### src/rtl/mipi_dsi_pkg.sv
// Shared DSI video-controller definitions: data types, limits, FSM states and header helpers.
// Counter saturation also lives here.
package mipi_dsi_pkg;

  localparam logic [15:0] MAX_WC = 16'd7680;
  localparam int          ERR_W  = 8;

  localparam logic [5:0] DT_VSS     = 6'h01;
  localparam logic [5:0] DT_VSE     = 6'h11;
  localparam logic [5:0] DT_HSS     = 6'h21;
  localparam logic [5:0] DT_HSE     = 6'h31;
  localparam logic [5:0] DT_EOTP    = 6'h08;
  localparam logic [5:0] DT_NULL    = 6'h09;
  localparam logic [5:0] DT_BLANK   = 6'h19;
  localparam logic [5:0] DT_LONG_29 = 6'h29;
  localparam logic [5:0] DT_LONG_39 = 6'h39;
  localparam logic [5:0] DT_RGB888  = 6'h3E;

  typedef enum logic [1:0] {
    ST_IDLE = 2'd0,
    ST_PIX  = 2'd1,
    ST_SKIP = 2'd2
  } state_t;

  // Header word layout is {ECC[31:24], WC[23:8], DI[7:0]}; DT is DI[5:0], VC bits ignored.
  function automatic logic [5:0] hdr_dt(input logic [31:0] w);
    return w[5:0];
  endfunction

  function automatic logic [15:0] hdr_wc(input logic [31:0] w);
    return w[23:8];
  endfunction

  function automatic logic is_long_dt(input logic [5:0] dt);
    case (dt)
      DT_RGB888, DT_BLANK, DT_NULL, DT_LONG_29, DT_LONG_39: return 1'b1;
      default:                                              return 1'b0;
    endcase
  endfunction

  function automatic logic [ERR_W-1:0] sat_inc(input logic [ERR_W-1:0] c);
    return (&c) ? c : c + {{(ERR_W-1){1'b0}}, 1'b1};
  endfunction

endpackage

### src/rtl/mipi_dsi_video_ctrl_if.sv
// Slicer-to-controller word stream plus the video timing / pixel / error outputs.
interface mipi_dsi_video_ctrl_if;
  import mipi_dsi_pkg::*;

  logic [31:0]      din;
  logic             validin;
  logic             pktheader;
  logic             v_vsync;
  logic             v_hsync;
  logic [47:0]      v_pixel;
  logic [1:0]       v_pvalid;
  logic             v_line_end;
  logic [ERR_W-1:0] err_trunc;
  logic [ERR_W-1:0] err_align;
  logic [ERR_W-1:0] err_wc;

  modport master (
    output din, validin, pktheader,
    input  v_vsync, v_hsync, v_pixel, v_pvalid, v_line_end, err_trunc, err_align, err_wc
  );

  modport slave (
    input  din, validin, pktheader,
    output v_vsync, v_hsync, v_pixel, v_pvalid, v_line_end, err_trunc, err_align, err_wc
  );
endinterface

### src/rtl/mipi_pixel_gearbox.sv
// Repacks 0..4 payload bytes per word into 24-bit RGB pixels, up to two per clock.
// Keeps a 0..2 byte residual between words; earliest byte becomes R.
module mipi_pixel_gearbox (
  input  logic        clk,
  input  logic        rst_n,
  input  logic        en,
  input  logic        flush,
  input  logic        last,
  input  logic [2:0]  nbytes,
  input  logic [31:0] data,
  output logic [47:0] pixel,
  output logic [1:0]  pvalid,
  output logic        line_end,
  output logic        misalign
);

  logic [15:0] res_r;
  logic [1:0]  res_cnt_r;
  logic [47:0] comb_s;
  logic [2:0]  total_s;
  logic [1:0]  npix_s;
  logic [1:0]  rem_s;
  logic [15:0] nres_s;
  logic [23:0] pix0_s;
  logic [23:0] pix1_s;

  // Byte stream (residual first, little-endian by arrival) and pixel split
  always_comb begin
    case (res_cnt_r)
      2'd1:    comb_s = {8'h00, data, res_r[7:0]};
      2'd2:    comb_s = {data, res_r};
      default: comb_s = {16'h0000, data};
    endcase
    total_s = {1'b0, res_cnt_r} + nbytes;
    if (total_s >= 3'd6) begin
      npix_s = 2'd2;
    end else if (total_s >= 3'd3) begin
      npix_s = 2'd1;
    end else begin
      npix_s = 2'd0;
    end
    case (npix_s)
      2'd2: begin
        rem_s  = 2'(total_s - 3'd6);
        nres_s = 16'h0000;
      end
      2'd1: begin
        rem_s  = 2'(total_s - 3'd3);
        nres_s = comb_s[39:24];
      end
      default: begin
        rem_s  = total_s[1:0];
        nres_s = comb_s[15:0];
      end
    endcase
    pix0_s   = {comb_s[7:0],   comb_s[15:8],  comb_s[23:16]};
    pix1_s   = {comb_s[31:24], comb_s[39:32], comb_s[47:40]};
    misalign = en & ~flush & last & (rem_s != 2'd0);
  end

  // Residual state and registered pixel pulses
  always_ff @(posedge clk or negedge rst_n) begin
    if (!rst_n) begin
      res_r     <= 16'h0000;
      res_cnt_r <= 2'd0;
      pixel     <= 48'h0;
      pvalid    <= 2'b00;
      line_end  <= 1'b0;
    end else begin
      pixel    <= 48'h0;
      pvalid   <= 2'b00;
      line_end <= 1'b0;
      if (flush) begin
        res_r     <= 16'h0000;
        res_cnt_r <= 2'd0;
      end else if (en) begin
        case (npix_s)
          2'd2: begin
            pvalid <= 2'b11;
            pixel  <= {pix1_s, pix0_s};
          end
          2'd1: begin
            pvalid <= 2'b01;
            pixel  <= {24'h000000, pix0_s};
          end
          default: pvalid <= 2'b00;
        endcase
        line_end <= last;
        if (last) begin
          res_r     <= 16'h0000;
          res_cnt_r <= 2'd0;
        end else begin
          res_r     <= nres_s;
          res_cnt_r <= rem_s;
        end
      end
    end
  end

endmodule

### src/rtl/mipi_dsi_video_ctrl.sv
// DSI RX sequencer: decodes packet headers, tracks payload byte accounting, emits sync pulses,
// feeds RGB888 payload to the pixel gearbox and keeps saturating protocol error counters.
module mipi_dsi_video_ctrl
  import mipi_dsi_pkg::*;
(
  input logic                  clk,
  input logic                  rst_n,
  mipi_dsi_video_ctrl_if.slave bus
);

  state_t           state_r;
  logic [16:0]      bytes_left_r;
  logic             vsync_r;
  logic             hsync_r;
  logic [ERR_W-1:0] err_trunc_r;
  logic [ERR_W-1:0] err_align_r;
  logic [ERR_W-1:0] err_wc_r;

  logic             hdr_s;
  logic             pay_s;
  logic [5:0]       dt_s;
  logic [15:0]      wc_s;
  logic             wc_ok_s;
  logic [2:0]       take_s;
  logic [16:0]      data_left_s;
  logic [2:0]       ndata_s;
  logic             last_s;
  logic             gb_en_s;
  logic             gb_flush_s;
  logic             gb_misalign_s;

  // Word classification and per-word byte accounting; the trailing 2 bytes of a payload are CRC
  always_comb begin
    hdr_s   = bus.validin & bus.pktheader;
    pay_s   = bus.validin & ~bus.pktheader & (state_r != ST_IDLE);
    dt_s    = hdr_dt(bus.din);
    wc_s    = hdr_wc(bus.din);
    wc_ok_s = (wc_s != 16'd0) && (wc_s <= MAX_WC);
    if (bytes_left_r >= 17'd4) begin
      take_s = 3'd4;
    end else begin
      take_s = bytes_left_r[2:0];
    end
    if (bytes_left_r > 17'd2) begin
      data_left_s = bytes_left_r - 17'd2;
    end else begin
      data_left_s = 17'd0;
    end
    if (data_left_s >= {14'd0, take_s}) begin
      ndata_s = take_s;
    end else begin
      ndata_s = data_left_s[2:0];
    end
    last_s     = (bytes_left_r <= 17'd4);
    gb_en_s    = pay_s & (state_r == ST_PIX);
    gb_flush_s = hdr_s & (state_r == ST_PIX);
  end

  mipi_pixel_gearbox u_gearbox (
    .clk      (clk),
    .rst_n    (rst_n),
    .en       (gb_en_s),
    .flush    (gb_flush_s),
    .last     (last_s),
    .nbytes   (ndata_s),
    .data     (bus.din),
    .pixel    (bus.v_pixel),
    .pvalid   (bus.v_pvalid),
    .line_end (bus.v_line_end),
    .misalign (gb_misalign_s)
  );

  // Packet FSM, sync pulses and saturating error counters
  always_ff @(posedge clk or negedge rst_n) begin
    if (!rst_n) begin
      state_r      <= ST_IDLE;
      bytes_left_r <= 17'd0;
      vsync_r      <= 1'b0;
      hsync_r      <= 1'b0;
      err_trunc_r  <= {ERR_W{1'b0}};
      err_align_r  <= {ERR_W{1'b0}};
      err_wc_r     <= {ERR_W{1'b0}};
    end else begin
      vsync_r <= 1'b0;
      hsync_r <= 1'b0;
      if (gb_misalign_s) begin
        err_align_r <= sat_inc(err_align_r);
      end
      if (hdr_s) begin
        // A header inside a payload aborts that packet and is decoded on the spot
        if (state_r != ST_IDLE) begin
          err_trunc_r <= sat_inc(err_trunc_r);
        end
        if (is_long_dt(dt_s)) begin
          if (wc_ok_s) begin
            bytes_left_r <= {1'b0, wc_s} + 17'd2;
            state_r      <= (dt_s == DT_RGB888) ? ST_PIX : ST_SKIP;
          end else begin
            err_wc_r     <= sat_inc(err_wc_r);
            bytes_left_r <= 17'd0;
            state_r      <= ST_IDLE;
          end
        end else begin
          bytes_left_r <= 17'd0;
          state_r      <= ST_IDLE;
          vsync_r      <= (dt_s == DT_VSS);
          hsync_r      <= (dt_s == DT_HSS);
        end
      end else if (pay_s) begin
        case (state_r)
          ST_PIX, ST_SKIP: begin
            bytes_left_r <= bytes_left_r - {14'd0, take_s};
            if (last_s) begin
              state_r <= ST_IDLE;
            end
          end
          default: state_r <= ST_IDLE;
        endcase
      end
    end
  end

  assign bus.v_vsync   = vsync_r;
  assign bus.v_hsync   = hsync_r;
  assign bus.err_trunc = err_trunc_r;
  assign bus.err_align = err_align_r;
  assign bus.err_wc    = err_wc_r;

endmodule

### src/flat_wrapper.sv
// flat-port wrapper written by rule: the top's interface ports become plain ports
module mipi_dsi_video_ctrl_flat import mipi_dsi_pkg::*;
  (clk, rst_n, bus_din, bus_validin, bus_pktheader, bus_v_vsync, bus_v_hsync, bus_v_pixel, bus_v_pvalid, bus_v_line_end, bus_err_trunc, bus_err_align, bus_err_wc);
  mipi_dsi_video_ctrl_if bus_i ();
  input logic clk;
  input logic rst_n;
  input wire logic [$bits(bus_i.din)-1:0] bus_din;
  input wire logic [$bits(bus_i.validin)-1:0] bus_validin;
  input wire logic [$bits(bus_i.pktheader)-1:0] bus_pktheader;
  output wire logic [$bits(bus_i.v_vsync)-1:0] bus_v_vsync;
  output wire logic [$bits(bus_i.v_hsync)-1:0] bus_v_hsync;
  output wire logic [$bits(bus_i.v_pixel)-1:0] bus_v_pixel;
  output wire logic [$bits(bus_i.v_pvalid)-1:0] bus_v_pvalid;
  output wire logic [$bits(bus_i.v_line_end)-1:0] bus_v_line_end;
  output wire logic [$bits(bus_i.err_trunc)-1:0] bus_err_trunc;
  output wire logic [$bits(bus_i.err_align)-1:0] bus_err_align;
  output wire logic [$bits(bus_i.err_wc)-1:0] bus_err_wc;
  assign bus_i.din = bus_din;
  assign bus_i.validin = bus_validin;
  assign bus_i.pktheader = bus_pktheader;
  assign bus_v_vsync = bus_i.v_vsync;
  assign bus_v_hsync = bus_i.v_hsync;
  assign bus_v_pixel = bus_i.v_pixel;
  assign bus_v_pvalid = bus_i.v_pvalid;
  assign bus_v_line_end = bus_i.v_line_end;
  assign bus_err_trunc = bus_i.err_trunc;
  assign bus_err_align = bus_i.err_align;
  assign bus_err_wc = bus_i.err_wc;
  mipi_dsi_video_ctrl u_core (.clk(clk), .rst_n(rst_n), .bus(bus_i));
endmodule
### config.mk
export PLATFORM = sky130hd
export DESIGN_NAME = mipi_dsi_video_ctrl_flat
export DESIGN_NICKNAME = d
export VERILOG_FILES = /design/src/rtl/mipi_dsi_pkg.sv /design/src/rtl/mipi_dsi_video_ctrl_if.sv /design/src/rtl/mipi_pixel_gearbox.sv /design/src/rtl/mipi_dsi_video_ctrl.sv /design/src/flat_wrapper.sv
export SDC_FILE = /design/constraint.sdc
export NUM_CORES = 1
export LEC_CHECK = 0
export BUFFER_PORTS_ARGS = -buffer_cell sky130_fd_sc_hd__clkbuf_2
export CAP_MARGIN = 30
export CORE_MARGIN = 1
export CORE_UTILIZATION = 56
export DETAILED_ROUTE_END_ITERATION = 6
export PLACE_DENSITY = 0.83
export SYNTH_ARGS = -nofsm -noshare
export SYNTH_HDL_FRONTEND = slang
export SYNTH_SLANG_ARGS = --single-unit
### constraint.sdc
create_clock -name clk -period 6 [get_ports clk]
set_input_delay 1.2 -clock clk [delete_from_list [all_inputs] [get_ports clk]]
set_output_delay 1.2 -clock clk [all_outputs]
set_load 0.02 [all_outputs]
==> flow_summary_export.csv <==
group,metric,value,unit
clocking,cts_tree,"done",
run_status,outcome,"finished, violations left",
yosys,yosysMostFrequentCell,"nor2_1",
yosys,synth_top_family_by_area,"simple AND/OR/NAND/NOR gates",
floorplanning,fp.dieH,108,um
clocking,post_cts_resized,0,
clocking,cts_buffer_depth,2,
yosys,syn_inst,678,
route,wl_per_cell,18.9,um
sta,timing.fmax,0.179,GHz
route,dr.pass1.iters,7,
yosys,synth_ff_type,"dfrtp_1",
critical_path,path_max_fanout,10,
sta,clock_skew,0.00694,ns
route,via_per_inst,6.25,
floorplanning,core_area,10800,um^2
critical_path,worstSetupPathType,"flop to flop",
critical_path,worst_setup_path_end_kind,"flop",
yosys,mappedNetlistNets,730,
sta,setup_ws,0.422,ns
floorplanning,fp.dieW,108,um
yosys,synth_cell_types,67,
floorplanning,fp-row-count,38,
layout,area_growth,19.6,%
power_and_ir_drop,p_leak,3.54,nW
sta,fin_crit_sh,93.0,%
layout,nets,826,
global_routing,grtUsageTotal,32.2,%
route,m1WireLength,6.98,mm
sta,slew_headroom,28.7,%
yosys,synth_compound_area_share,16.6,%
yosys,synthMuxAreaShare,0.943,%
sta,drv_slew,0,
global_routing,grt_pass1_wl,28.4,mm
run,maxCapViolations,0,
clocking,clock_latency,0.54,ns
clocking,cts_hold_buf,0,
global_routing,grt_pass1_vias,5654,
floorplanning,boundaryPins,113,
route,wl_met2,8.43,mm
yosys,synthArstFlopShare,100,%
yosys,synth-seq-area-share,45.7,%
placement,dp.final_hpwl,11.9,mm
yosys,yosysWarnings,0,
global_routing,grt_max_degree,82,
sta,fin_setup_tns,0,ns
route,ant_nets,0,
critical_path,required,6.41,ns
yosys,synth.ff_latch_count,114,
yosys,yosys.area_share.simple,23.0,%
layout,layout-drive-gt1-share,23.4,%
sta,finalSetupViolations,0,
sta,tightest_slew,1.07,ns
clocking,cts_inserted_buffers,17,
yosys,synth_top_area_share,45.7,%
yosys,synth-xor-area-share,6.06,%
sta,hold_violations,0,
critical_path,r2r_setup_slack,0.42,ns
route,initialDrtViolationCount,481,
layout,finalNonFillerCells,927,
global_routing,antenna_found_initial,0,
floorplanning,start_util,57.5,%
yosys,postSynthAreaPerCell,9.20,um^2
hold_path,hp-class,"flop to flop",
clocking,htree_levels,4,
critical_path,startpoint_type,"flop",
placement,gp_congestion,0.889,
power_and_ir_drop,power,2.24,mW
placement,io_buffer_count,112,
sta,finalCriticalPeriod,5.58,ns
yosys,synth.area.top_cells,"dfrtp_1, nor2_1, a22oi_1",
sta,rsz0062_at_grt,"false",
power_and_ir_drop,p_per_area,300,nW/um^2
critical_path,arrival,5.99,ns
route,highest_layer,"met4",
yosys,synth_area,6240,um^2
global_routing,grt_overflow,0,
power_and_ir_drop,ir_drop,0.188,mV
clocking,post-cts-setup-buffers,0,
placement,dp.cells,894,
yosys,synth_edf_count,0,
clocking,clk_pin_slew,0.06,ns
clocking,clock_sinks,114,
route,routed_wl,17.5,mm
placement,dp_slack,0.530,ns
route,vias,5796,
clocking,root_buffer,"clkbuf_8",
layout,antenna_cells,0,
yosys,synth_commonest_cells,"nor2_1, dfrtp_1, nand2_1",
floorplanning,die-area,11600,um^2
route,drc,2,
run_status,failed_checks,"design-rule violations",
route,dr_wl_met3,1.36,mm
yosys,synth_top_area_cell,"dfrtp_1",
yosys,synthAdderAreaFrac,3.33,%
[final cells by class]
type / count / area, um^2
inverter: 21 / 78.8
sequential: 114 / 2850
tap: 140 / 175
fill: 808 / 3380
clock buffer: 17 / 414
multi-input combinational: 500 / 3120
clock inverter: 15 / 171
timing repair buffer: 120 / 651
[where the power goes]
group / switching (mW) / internal [mW]
sequential: 0.0470 / 0.791
clock: 0.398 / 0.602
combinational: 0.243 / 0.154
total: 0.689 / 1.55
[routing by layer]
layer  global-route usage (%)  up-vias
li1                         -     2606
met1                     40.7     2807
met2                     51.2      311
met3                     7.08       72
met4                     17.4        0
met5                        0        -
[sequential cells by signal, summed over array words and instances (netlist names)]
signal and flops:
u_core.u_gearbox.pixel 48, u_core.bytes_left_r 17, u_core.u_gearbox.res_r 16, u_core.bus.err_align 8, u_core.bus.err_trunc 8, u_core.bus.err_wc 8
u_core.state_r 2, u_core.u_gearbox.pvalid 2, u_core.u_gearbox.res_cnt_r 2, u_core.bus.v_hsync 1, u_core.bus.v_vsync 1, u_core.u_gearbox.line_end 1
[placed cells by master, fill, tap and decap left out, types with 16 or more instances in the layout]
cell and instances:
inv_1 21, xor2_1 27, nand3_1 16, nor2_1 119, clkbuf_16 16, nand2_1 54, clkbuf_2 111, dfrtp_1 114
a21oi_1 41, a22oi_1 40
[worst max-delay path, stage by stage, from the launching register on]
cell      delay, ns
dfrtp_1        0.44
nor4_2         0.48
nand2_1        0.11
nor3_1         0.25
and2_1         0.20
ha_1           0.26
nand3b_1       0.18
a21oi_1        0.17
a41oi_1        0.09
o211ai_1       0.18
o21ai_0        0.23
o21ai_0        0.22
ha_1           0.18
inv_1          0.05
fa_1           0.67
inv_1          0.08
ha_1           0.34
inv_1          0.10
and4_1         0.19
o41ai_1        0.29
nand2_2        0.17
nor2b_1        0.22
mux2_2         0.36
[cell families (layout without fill, tap and decap cells)]
logic type      count (synthesis)  after routing
fa+ha+maj                      16             16
mux                             5              5
buf+inv                        64            173
simple gates                  292            292
flops                         114            114
xor+xnor                       41             41
other cells                     1              1
compound gates                145            145
[metrics by stage]
stage | area (um^2) | hold slack [ns] | utilization [%]
6_report | 7460 | 0.490 | 68.8
3_5_place_dp | 6840 | 0.476 | 63.1
3_3_place_gp | 6830 | 0.469 | 63.0
5_1_grt | 7460 | 0.511 | 68.8
4_1_cts | 7430 | 0.492 | 68.5
2_1_floorplan | 6240 | 0.450 | -
[final timing paths]
check	startpoint	end	cells past startpoint
min reg2reg	u_core.u_gearbox.res_r[3]	u_core.u_gearbox.res_r[3]	2
max	u_core.bytes_left_r[11]	u_core.bus.err_align[1]	22
max reg2reg	u_core.bytes_left_r[11]	u_core.bus.err_align[1]	22
max in group asynchronous	rst_n	u_core.u_gearbox.res_r[9]	2
min	u_core.u_gearbox.res_r[3]	u_core.u_gearbox.res_r[3]	2
min in group asynchronous	rst_n	u_core.bus.err_trunc[4]	1
No activity file was read; power rests on OpenSTA's default activity.
